### src/rtl/axi_fetch_queue.sv
// Instruction fetch front end: issues single-word AXI reads, tracks them in order,
// buffers returned instructions for decode and discards reads made stale by a redirect.
module axi_fetch_queue #(
    parameter logic [31:0] RESET_ADDR = 32'hbfc00000,
    parameter int unsigned DEPTH      = 4,
    parameter int unsigned MAX_OUT    = 2,
    parameter logic [3:0]  FETCH_ID   = 4'd0
) (
    input  logic        clk,
    input  logic        rst,
    input  logic        redirect_valid,
    input  logic [31:0] redirect_pc,
    input  logic        decode_allowin,
    output logic        out_valid,
    output logic [31:0] out_pc,
    output logic [31:0] out_inst,
    output logic        out_adel,
    output logic        arvalid,
    input  logic        arready,
    output logic [31:0] araddr,
    output logic [3:0]  arid,
    output logic [2:0]  arsize,
    input  logic        rvalid,
    output logic        rready,
    input  logic [3:0]  rid,
    input  logic [31:0] rdata
);

    localparam int unsigned FPW = $clog2(DEPTH);
    localparam int unsigned CW  = $clog2(DEPTH + 1);
    localparam int unsigned QPW = (MAX_OUT > 1) ? $clog2(MAX_OUT) : 1;
    localparam int unsigned OW  = $clog2(MAX_OUT + 1);

    logic [31:0]    fetch_pc_q, fetch_pc_d;
    logic [31:0]    araddr_q, araddr_d;
    logic           arvalid_q, arvalid_d;
    logic           stale_q, stale_d;
    logic           halt_q, halt_d;
    logic [OW-1:0]  out_q, out_d;
    logic [OW-1:0]  drop_q, drop_d;
    logic [CW-1:0]  cnt_q, cnt_d;
    logic [FPW-1:0] wr_q, wr_d, rd_q, rd_d;
    logic [QPW-1:0] qwr_q, qwr_d, qrd_q, qrd_d;

    logic [31:0] fifo_pc   [DEPTH];
    logic [31:0] fifo_inst [DEPTH];
    logic        fifo_adel [DEPTH];
    logic [31:0] pcq       [MAX_OUT];

    logic        ar_hs, r_hs, r_push, adel_go, fifo_push, fifo_pop;
    logic [31:0] push_pc, push_inst;
    logic        push_adel;

    always_comb begin
        ar_hs    = arvalid_q && arready;
        r_hs     = rvalid && (rid == FETCH_ID);
        r_push   = r_hs && (drop_q == '0) && !redirect_valid;
        // Misaligned fault entry waits until every live read has landed so order is kept.
        adel_go  = !redirect_valid && !halt_q && (fetch_pc_q[1:0] != 2'b00) && !arvalid_q &&
                   (out_q == drop_q) && (32'(cnt_q) < DEPTH) && !r_push;
        fifo_push = r_push || adel_go;
        fifo_pop  = (cnt_q != '0) && decode_allowin && !redirect_valid;

        push_pc   = r_push ? pcq[qrd_q] : fetch_pc_q;
        push_inst = r_push ? rdata : 32'd0;
        push_adel = !r_push;

        out_d = out_q;
        if (ar_hs && !r_hs)      out_d = out_q + OW'(1);
        else if (!ar_hs && r_hs) out_d = out_q - OW'(1);

        drop_d = drop_q;
        if (redirect_valid)                drop_d = out_q - OW'(r_hs) + OW'(arvalid_q);
        else if (r_hs && (drop_q != '0))   drop_d = drop_q - OW'(1);

        // An AR left pending across a redirect belongs to the old path: its
        // acceptance must not advance the new fetch_pc.
        stale_d = stale_q;
        if (ar_hs) stale_d = 1'b0;
        if (redirect_valid && arvalid_q && !arready) stale_d = 1'b1;

        fetch_pc_d = fetch_pc_q;
        if (redirect_valid)         fetch_pc_d = redirect_pc;
        else if (ar_hs && !stale_q) fetch_pc_d = fetch_pc_q + 32'd4;

        halt_d = halt_q;
        if (redirect_valid) halt_d = 1'b0;
        else if (adel_go)   halt_d = 1'b1;

        cnt_d = cnt_q;
        wr_d  = wr_q;
        rd_d  = rd_q;
        if (redirect_valid) begin
            cnt_d = '0;
            wr_d  = '0;
            rd_d  = '0;
        end else begin
            if (fifo_push && !fifo_pop)      cnt_d = cnt_q + CW'(1);
            else if (!fifo_push && fifo_pop) cnt_d = cnt_q - CW'(1);
            if (fifo_push) wr_d = wr_q + FPW'(1);
            if (fifo_pop)  rd_d = rd_q + FPW'(1);
        end

        qwr_d = qwr_q;
        qrd_d = qrd_q;
        if (ar_hs) qwr_d = (qwr_q == QPW'(MAX_OUT - 1)) ? '0 : qwr_q + QPW'(1);
        if (r_hs)  qrd_d = (qrd_q == QPW'(MAX_OUT - 1)) ? '0 : qrd_q + QPW'(1);

        arvalid_d = 1'b0;
        araddr_d  = araddr_q;
        if (arvalid_q && !arready) begin
            arvalid_d = 1'b1;
        end else if (!redirect_valid && !halt_d && (fetch_pc_d[1:0] == 2'b00) &&
                     (32'(out_d) < MAX_OUT) &&
                     ((32'(out_d) - 32'(drop_d) + 32'(cnt_d)) < DEPTH)) begin
            arvalid_d = 1'b1;
            araddr_d  = fetch_pc_d;
        end
    end

    always_ff @(posedge clk or negedge rst) begin
        if (!rst) begin
            fetch_pc_q <= RESET_ADDR;
            araddr_q   <= RESET_ADDR;
            arvalid_q  <= 1'b0;
            stale_q    <= 1'b0;
            halt_q     <= 1'b0;
            out_q      <= '0;
            drop_q     <= '0;
            cnt_q      <= '0;
            wr_q       <= '0;
            rd_q       <= '0;
            qwr_q      <= '0;
            qrd_q      <= '0;
        end else begin
            fetch_pc_q <= fetch_pc_d;
            araddr_q   <= araddr_d;
            arvalid_q  <= arvalid_d;
            stale_q    <= stale_d;
            halt_q     <= halt_d;
            out_q      <= out_d;
            drop_q     <= drop_d;
            cnt_q      <= cnt_d;
            wr_q       <= wr_d;
            rd_q       <= rd_d;
            qwr_q      <= qwr_d;
            qrd_q      <= qrd_d;
        end
    end

    always_ff @(posedge clk) begin
        if (fifo_push) begin
            fifo_pc[wr_q]   <= push_pc;
            fifo_inst[wr_q] <= push_inst;
            fifo_adel[wr_q] <= push_adel;
        end
        if (ar_hs) pcq[qwr_q] <= araddr_q;
    end

    assign out_valid = (cnt_q != '0);
    assign out_pc    = fifo_pc[rd_q];
    assign out_inst  = fifo_inst[rd_q];
    assign out_adel  = fifo_adel[rd_q];
    assign arvalid   = arvalid_q;
    assign araddr    = araddr_q;
    assign arid      = FETCH_ID;
    assign arsize    = 3'd2;
    assign rready    = r_hs;

endmodule

### config.mk
export PLATFORM = sky130hd
export DESIGN_NAME = axi_fetch_queue
export DESIGN_NICKNAME = d
export VERILOG_FILES = /design/src/rtl/axi_fetch_queue.sv
export SDC_FILE = /design/constraint.sdc
export NUM_CORES = 1
export LEC_CHECK = 0
export CAP_MARGIN = 20
export CORE_ASPECT_RATIO = 1.4
export CORE_MARGIN = 2
export CORE_UTILIZATION = 45
export DETAILED_ROUTE_END_ITERATION = 8
export PLACE_DENSITY_LB_ADDON = 0.15
export REMOVE_ABC_BUFFERS = 1
export SKIP_LAST_GASP = 1
export SYNTH_ARGS = -nofsm -noshare
export SYNTH_HDL_FRONTEND = slang
export SYNTH_SLANG_ARGS = --single-unit
### constraint.sdc
create_clock -name clk -period 4.2 [get_ports clk]
set_clock_uncertainty 0.15 [all_clocks]
set_input_delay 0.42 -clock clk [delete_from_list [all_inputs] [get_ports clk]]
set_output_delay 0.42 -clock clk [all_outputs]
set_load 0.03 [all_outputs]
==> results.yml, run 1 <==
outcome:
  status: "complete, but fails checks"
  violations: "setup timing"
cts:
  cts_sinks: 404
  root_buffer: "clkbuf_16"
  cts_tree: "built"
  clk_latency_ns: 0.53
  cts.path.max_buffers: 3
  h-tree-depth: 2
  cts.clk_slew.worst_paths_ns: 0.06
  cts_inserted_buffers: 39
critical_path:
  cp_slowest_stage_delay_ns: 0.43
  reg2reg_depth: 18
  r2r-start: "out_q[0]$_DFF_PN0_"
  path_class: "flop to flop"
  end_kind: "flop"
  r2r-end: "araddr[14]$_DFFE_PN0P_"
  arrival_ns: 4.47
  critical_path.max_fanout: 6
  cp-endpoint: "araddr[14]$_DFFE_PN0P_"
  worstPathCellList: "xor2_2, inv_1, ha_2, xnor2_2, or3_1, nand3_2, o21ai_2, inv_1, fa_1, ha_1, nor3b_4, a21boi_4, a211oi_4, mux2i_2, a221oi_4, buf_12, buf_12, mux2_4"
  critPathSlowestCell: "fa_1"
  cp-start-kind: "flop"
  startpoint: "out_q[0]$_DFF_PN0_"
  crit_required_ns: 4.46
  rrSetupSlack_ns: -0.007
logic_synthesis:
  synthCells: 949
  yosysMostFrequentCell: "edfxtp_1"
  synth_top_area_share_pct: 59.5
  synth-edff-count: 324
  synthTopCellsByArea: "edfxtp_1 (59%), dfrtp_1 (9.5%), mux4_2 (8.9%)"
  synth_common_cells: "edfxtp_1 (324), mux4_2 (65), dfrtp_1 (62), nor2_1 (53), nand2_1 (51)"
  syn_area_mm2: 0.0164
  synth.distinct_cells: 51
  synth_largest_area_cell: "edfxtp_1"
  yosys_warnings: 0
  ys_ff_latch: 404
  synth-async-reset-ratio_pct: 19.8
  ys_seq_area_share_pct: 71.8
  syn_avg_cell_area_um2: 17.2
  synthFlopType: "edfxtp_1"
cells_and_area:
  diodes: 0
  fin_area_mm2: 0.0204
  nets: 1251
  finalNonFillerCells: 1654
  drive_gt1_share_pct: 20.3
  area_growth_pct: 24.5
job:
  cap_violations: 0
die:
  io_pins: 181
  dieArea_mm2: 0.0379
  die_h_um: 230
  fp.dieW_um: 165
  placementRows: 82
  coreArea_mm2: 0.0358
  start_util_pct: 45.7
sta:
  hold_violations: 0
  grt_setup_unrepaired: "yes"
  holdWs_ns: 0.0879
  fin_ws_ns: -0.00681
  setup_viol: 11
  slew_headroom_pct: 34.2
  fin_crit_ns: 4.21
  finalCritPeriodShare_pct: 100
  tightest_slew_ns: 0.987
  max_freq_mhz: 238
  drv_slew: 0
grt:
  grt_pass1_wl_um: 53300
  track_usage_pct: 18.9
  antenna_found_initial: 0
  grt_max_degree: 74
  grt_pass1_vias: 9267
  grt-ovfl-total: 0
placed_design:
  preCtsSetupSlack_ns: -1.05
  place_inst: 1576
  gp_congestion: 0.784
  port_buffers: 173
  hpwl_um: 21400
  dpl-instance-area_mm2: 0.0188
drt:
  firstDrtPassIters: 4
  via_per_inst: 5.24
  drtIter0Drc: 441
  wl_um: 34800
  routedWlPerCell_um: 21.0
  antenna_left: 0
  drc_errors: 0
  num_vias: 8659
pwr:
  peakVddDrop_mv: 0.431
  p_leak_uw: 0.00708
  powerDensity_mw_per_mm2: 621
hold_path:
  hp-class: "input pin to flop"
-- layout make-up --
type | instances | area [µm²]
fill | 2846 | 15400
sequential | 404 | 11800
multi-input combinational | 478 | 4400
timing repair buffer | 220 | 2220
clock buffer | 55 | 1120
tap | 462 | 578
clock inverter | 16 | 231
inverter | 19 | 71.3
-- per-layer routing --
metal  vias to the layer above  track usage, %  share of wire, %
li1                       4025               -                 -
met5                         -               0                 0
met1                      4411            23.6                41
met3                        49            3.10               4.1
met4                         0            5.05               2.0
met2                       174            33.7                53
-- kinds of logic (layout without fill, tap and decap cells) --
logic type	Yosys count	in the layout	synth area share, %
flops	404	404	71.8
simple gates	200	200	6.11
mux	132	132	13.7
compound gates	82	82	2.84
buf+inv	72	310	2.00
xor+xnor	42	42	2.25
fa+ha+maj	15	15	1.19
other cells	2	7	0.0459
-- flip-flops by register name (all words and copies together) (netlist names), 2 cells and up --
register / flops
araddr: 32
cnt_q: 3
drop_q: 2
fetch_pc_q: 32
fifo_adel: 4
fifo_inst: 128
fifo_pc: 128
out_q: 2
pcq: 64
rd_q: 2
wr_q: 2
-- stage by stage --
stage	total power, µW	util (%)	setup TNS [ns]
2_1_floorplan	7480	-	-250.54
3_3_place_gp	8920	52.6	-30.18
3_5_place_dp	8960	52.6	-32.58
4_1_cts	12800	56.9	-1.69
5_1_grt	13200	56.9	-5.34
6_report	12700	56.9	-0.0488
-- worst min path at each step --
stage	cells past startpoint	end	start	slack [ns]
floorplan	0	araddr[0]$_DFFE_PN0P_	rst	-0.03
global placement	0	pcq[1][17]$_DFFE_PP_	araddr[17]$_DFFE_PN0P_	0.33
detailed placement	0	pcq[0][2]$_DFFE_PP_	araddr[2]$_DFFE_PN0P_	0.34
CTS	2	drop_q[1]$_DFF_PN0_	redirect_valid	0.08
global route	2	drop_q[1]$_DFF_PN0_	redirect_valid	0.09
finish	2	drop_q[1]$_DFF_PN0_	redirect_valid	0.09
-- timing repair --
action / in CTS / in global routing
resized for setup: 31 / 8
hold endpoints to repair: 39 / 0
buffers inserted: 4 / 1
gates cloned: 3 / 0
endpoints found under the setup margin: 32 / 32
hold buffers: 1 / 0
pin swaps: 9 / 10
-- where the power goes --
part	total (µW)	leakage, µW	switching, µW	internal (µW)
Sequential	5370	0.00390	404	4970
Combinational	3620	0.00254	1900	1710
Clock	3660	0.000647	1430	2230
-- worst max-delay path, delay by kind of cell, from the launching register on --
family	cells	cell delay, ns
buf+inv	4	0.46
fa+ha+maj	3	0.90
compound gates	4	0.86
mux	2	0.43
xor+xnor	2	0.31
simple gates	3	0.56
flops	1	0.41
-- placed cells by master, fill, tap and decap left out, types with 3 or more instances in the layout --
cell,netlist,routed
edfxtp_1,324,324
clkdlybuf4s50_1,0,166
mux4_2,65,65
dfrtp_1,62,59
nor2_1,53,52
nand2_1,51,51
clkbuf_16,0,41
a21oi_1,39,39
buf_4,8,37
and2_1,37,33
mux2i_1,35,33
o21ai_0,33,31
xnor2_1,27,26
mux2_4,20,22
inv_1,19,19
nand3_1,19,18
dfstp_2,18,18
xor2_1,15,14
ha_1,14,12
and3_1,12,11
clkbuf_1,34,10
buf_12,0,8
mux2_1,8,7
conb_1,2,7
bufinv_16,0,6
nor4_1,5,5
clkinv_1,0,5
and2_4,0,4
clkbuf_8,0,4
nor3_1,3,3
nor2b_1,3,3
mux2_2,4,3
clkinvlp_4,0,3
(Power assumes the default switching activity.)
==> inputs of run 2 (changes only) <==
==> constraint.sdc (replaced) <==
create_clock -name clk -period 3.62 [get_ports clk]
set_clock_uncertainty 0.15 [all_clocks]
set_input_delay 0.362 -clock clk [delete_from_list [all_inputs] [get_ports clk]]
set_output_delay 0.362 -clock clk [all_outputs]
set_load 0.03 [all_outputs]
==> run 2 against run 1 <==
  * The flow still finishes with violations (setup timing)
  * Critical path depth is the same
  * Count of clock-buffer cells in the layout shrank 2
  * Clock power up 8.7%
  * Routed wire length barely moved
  * Total power up 16%
  * Sequential share of layout area shrank 0.62 points
  * Combinational power rose by 22%
  * Non-clock buffer count grew 29
  * Worst hold slack improved by 0.073 ns
  * Fmax down 1.3%
  * Utilization grew 0.62 points
  * Cell count grew 1.8%
  * Largest cell class unchanged
==> results.yml, run 2 (same netlist as run 1, synthesis figures left out) <==
outcome:
  status: "complete, but fails checks"
  violations: "setup timing"
critical_path:
  r2r-start: "out_q[0]$_DFF_PN0_"
  crit_required_ns: 3.88
  cp-start-kind: "flop"
  path_class: "flop to flop"
  end_kind: "flop"
  worstPathCellList: "xor2_2, inv_1, ha_2, xnor2_1, or3_1, nand3_2, o21ai_2, inv_2, fa_1, ha_1, nor3b_4, a21boi_4, a211oi_4, mux2i_2, a221oi_4, buf_6, buf_12, mux2_4"
  rrSetupSlack_ns: -0.64
  cp_slowest_stage_delay_ns: 0.42
  critical_path.max_fanout: 6
  critPathSlowestCell: "fa_1"
  reg2reg_depth: 18
  cp.depth: 18
  r2r-end: "araddr[30]$_DFFE_PN0P_"
  worst-path-buf-inv: 4
  critPathTopFamily: "compound AO/OA/AOI/OAI gates"
  arrival_ns: 4.52
die:
  io_pins: 181
  die_h_um: 230
  coreArea_mm2: 0.0358
  start_util_pct: 45.7
  dieArea_mm2: 0.0379
  fp.dieW_um: 165
  placementRows: 82
pwr:
  p_comb_share_pct: 30.2
  switching_power_uw: 4380
  p_seq_share_pct: 42.5
  peakVddDrop_mv: 0.422
  total_power_uw: 14600
  p_sw_share_pct: 30.0
  p_leak_uw: 0.00724
  power.internal_uw: 10200
  powerDensity_mw_per_mm2: 710
  clockPowerShare_pct: 27.3
cells_and_area:
  multi_input_area_mm2: 0.00443
  nFillCells: 2791
  area_growth_pct: 25.9
  mostFrequentLayoutCell: "edfxtp_1"
  nets: 1281
  diodes: 0
  final_cell_mix: "edfxtp_1 (324), clkdlybuf4s50_1 (166), mux4_2 (65)"
  drive_gt1_share_pct: 22.8
  reg.largest.list: "fifo_inst (128), fifo_pc (128), pcq (64)"
  register_area_mm2: 0.0118
sta:
  tightest_slew_ns: 0.837
  tns_ns: -19.19
  fin_ws_ns: -0.644
  max_freq_mhz: 235
  hold_violations: 0
  fin_crit_ns: 4.26
  finalCritPeriodShare_pct: 118
  grt_setup_unrepaired: "yes"
  setup_viol: 33
  slew_headroom_pct: 44.2
  drv_slew: 0
drt:
  drc_errors: 0
  routedWlPerCell_um: 20.7
  firstDrtPassIters: 5
  drtIter0Drc: 388
  wl_um: 34800
  antenna_left: 0
  via_per_inst: 5.22
  num_vias: 8797
placed_design:
  hpwl_um: 22200
  port_buffers: 173
  gp_congestion: 0.779
cts:
  cts_inserted_buffers: 40
  cts.clk_slew.worst_paths_ns: 0.06
  root_buffer: "clkbuf_16"
  clk_latency_ns: 0.54
  h-tree-depth: 2
  cts.path.max_buffers: 3
  cts_sinks: 404
  cts_tree: "built"
grt:
  antenna_found_initial: 0
  track_usage_pct: 19.1
  grt-ovfl-total: 0
  grt_max_degree: 70
  grt_pass1_wl_um: 54000
  grt_pass1_vias: 9354
hold_path:
  hp-class: "input pin to flop"
  whs_path_depth: 4
  worstHoldStart: "rvalid"
  hold_end: "qrd_q$_DFFE_PN0P_"
job:
  cap_violations: 0
[run 2: cell types whose count changed in the layout (fill, tap and decap cells not counted), moves of 3 or more]
cell | before | now
buf_12 | 8 | 12
buf_4 | 37 | 58
bufinv_16 | 6 | 3
clkbuf_8 | 4 | 1
clkinv_2 | 2 | 10
clkinvlp_4 | 3 | 0
mux2_1 | 7 | 0
mux2_4 | 22 | 29
[run 2: tightest hold or removal path: stages]
cell and delay [ns]:
dlymetal6s2s_1 0.14, nand2_2 0.09, buf_4 0.14, xnor2_1 0.07
[run 2: worst max path at each step]
| stage | startpoint | endpoint | slack, ns |
|---|---|---|---|
| after detailed placement | rid[1] | araddr[30]$_DFFE_PN0P_ | -1.51 |
| after floorplan | rid[1] | araddr[2]$_DFFE_PN0P_ | -2.40 |
| after global placement | rid[1] | araddr[30]$_DFFE_PN0P_ | -1.45 |
| after global routing | drop_q[0]$_DFF_PN0_ | araddr[30]$_DFFE_PN0P_ | -0.83 |
| after CTS | out_q[0]$_DFF_PN0_ | araddr[30]$_DFFE_PN0P_ | -0.54 |
| final | out_q[0]$_DFF_PN0_ | araddr[30]$_DFFE_PN0P_ | -0.64 |
[run 2: area by class of cell]
| cell class | instances | share of cell area, % |
|---|---|---|
| clock inverters | 19 | 0.838 |
| well taps | 462 | 2.81 |
| repair buffers | 249 | 12.2 |
| multi-input cells | 478 | 21.5 |
| clock buffers | 53 | 5.25 |
| flip-flops and latches | 404 | 57.1 |
| inverters | 19 | 0.346 |
[run 2: stage by stage]
| step | setup WS [ns] | instances | hold WS, ns | cell area [µm²] | util, % |
|---|---|---|---|---|---|
| 3_3_place_gp | -1.45 | 1602 | 0.338 | 19100 | 53.4 |
| 5_1_grt | -0.827 | 1684 | 0.173 | 20600 | 57.5 |
| 6_report | -0.644 | 1684 | 0.161 | 20600 | 57.5 |
| 4_1_cts | -0.543 | 1684 | 0.160 | 20600 | 57.4 |
| 3_5_place_dp | -1.51 | 1602 | 0.337 | 19100 | 53.4 |
| 2_1_floorplan | -2.40 | 901 | -0.0836 | 16100 | - |
[run 2: power groups by stage]
stage                     combinational [µW]  sequential, µW  clock (µW)
final                                   4420            6220        3980
after global routing                    4720            6290        4260
after CTS                               4430            6230        4100
after detailed placement                4250            6320           0
after global placement                  4220            6290           0
after floorplan                         2100            6580           0
[run 2: repair_timing]
item,4_1_cts,5_1_grt
hold buffers,1,0
cloned,3,0
pin swaps,7,8
endpoints found under the hold margin,46,0
buffers inserted,7,0
resized for setup,30,16
endpoints found under the setup margin,33,33
[run 2: routing by layer]
metal	up-vias	global-route usage, %	share of wire (%)
met5	-	0	0
met4	0	6.52	2.9
met3	67	3.01	4.4
met2	199	33.1	52
met1	4449	24.2	41
li1	4082	-	-
==> inputs of run 3 (changes only) <==
--- a/config.mk
+++ b/config.mk
@@ -9,6 +9,7 @@
 export CORE_ASPECT_RATIO = 1.4
 export CORE_MARGIN = 2
 export CORE_UTILIZATION = 45
+export CTS_CLUSTER_SIZE = 25
 export DETAILED_ROUTE_END_ITERATION = 8
 export PLACE_DENSITY_LB_ADDON = 0.15
 export REMOVE_ABC_BUFFERS = 1
==> results of run 3 <==
Final layout, timing and power as in run 2 (identical DEF).
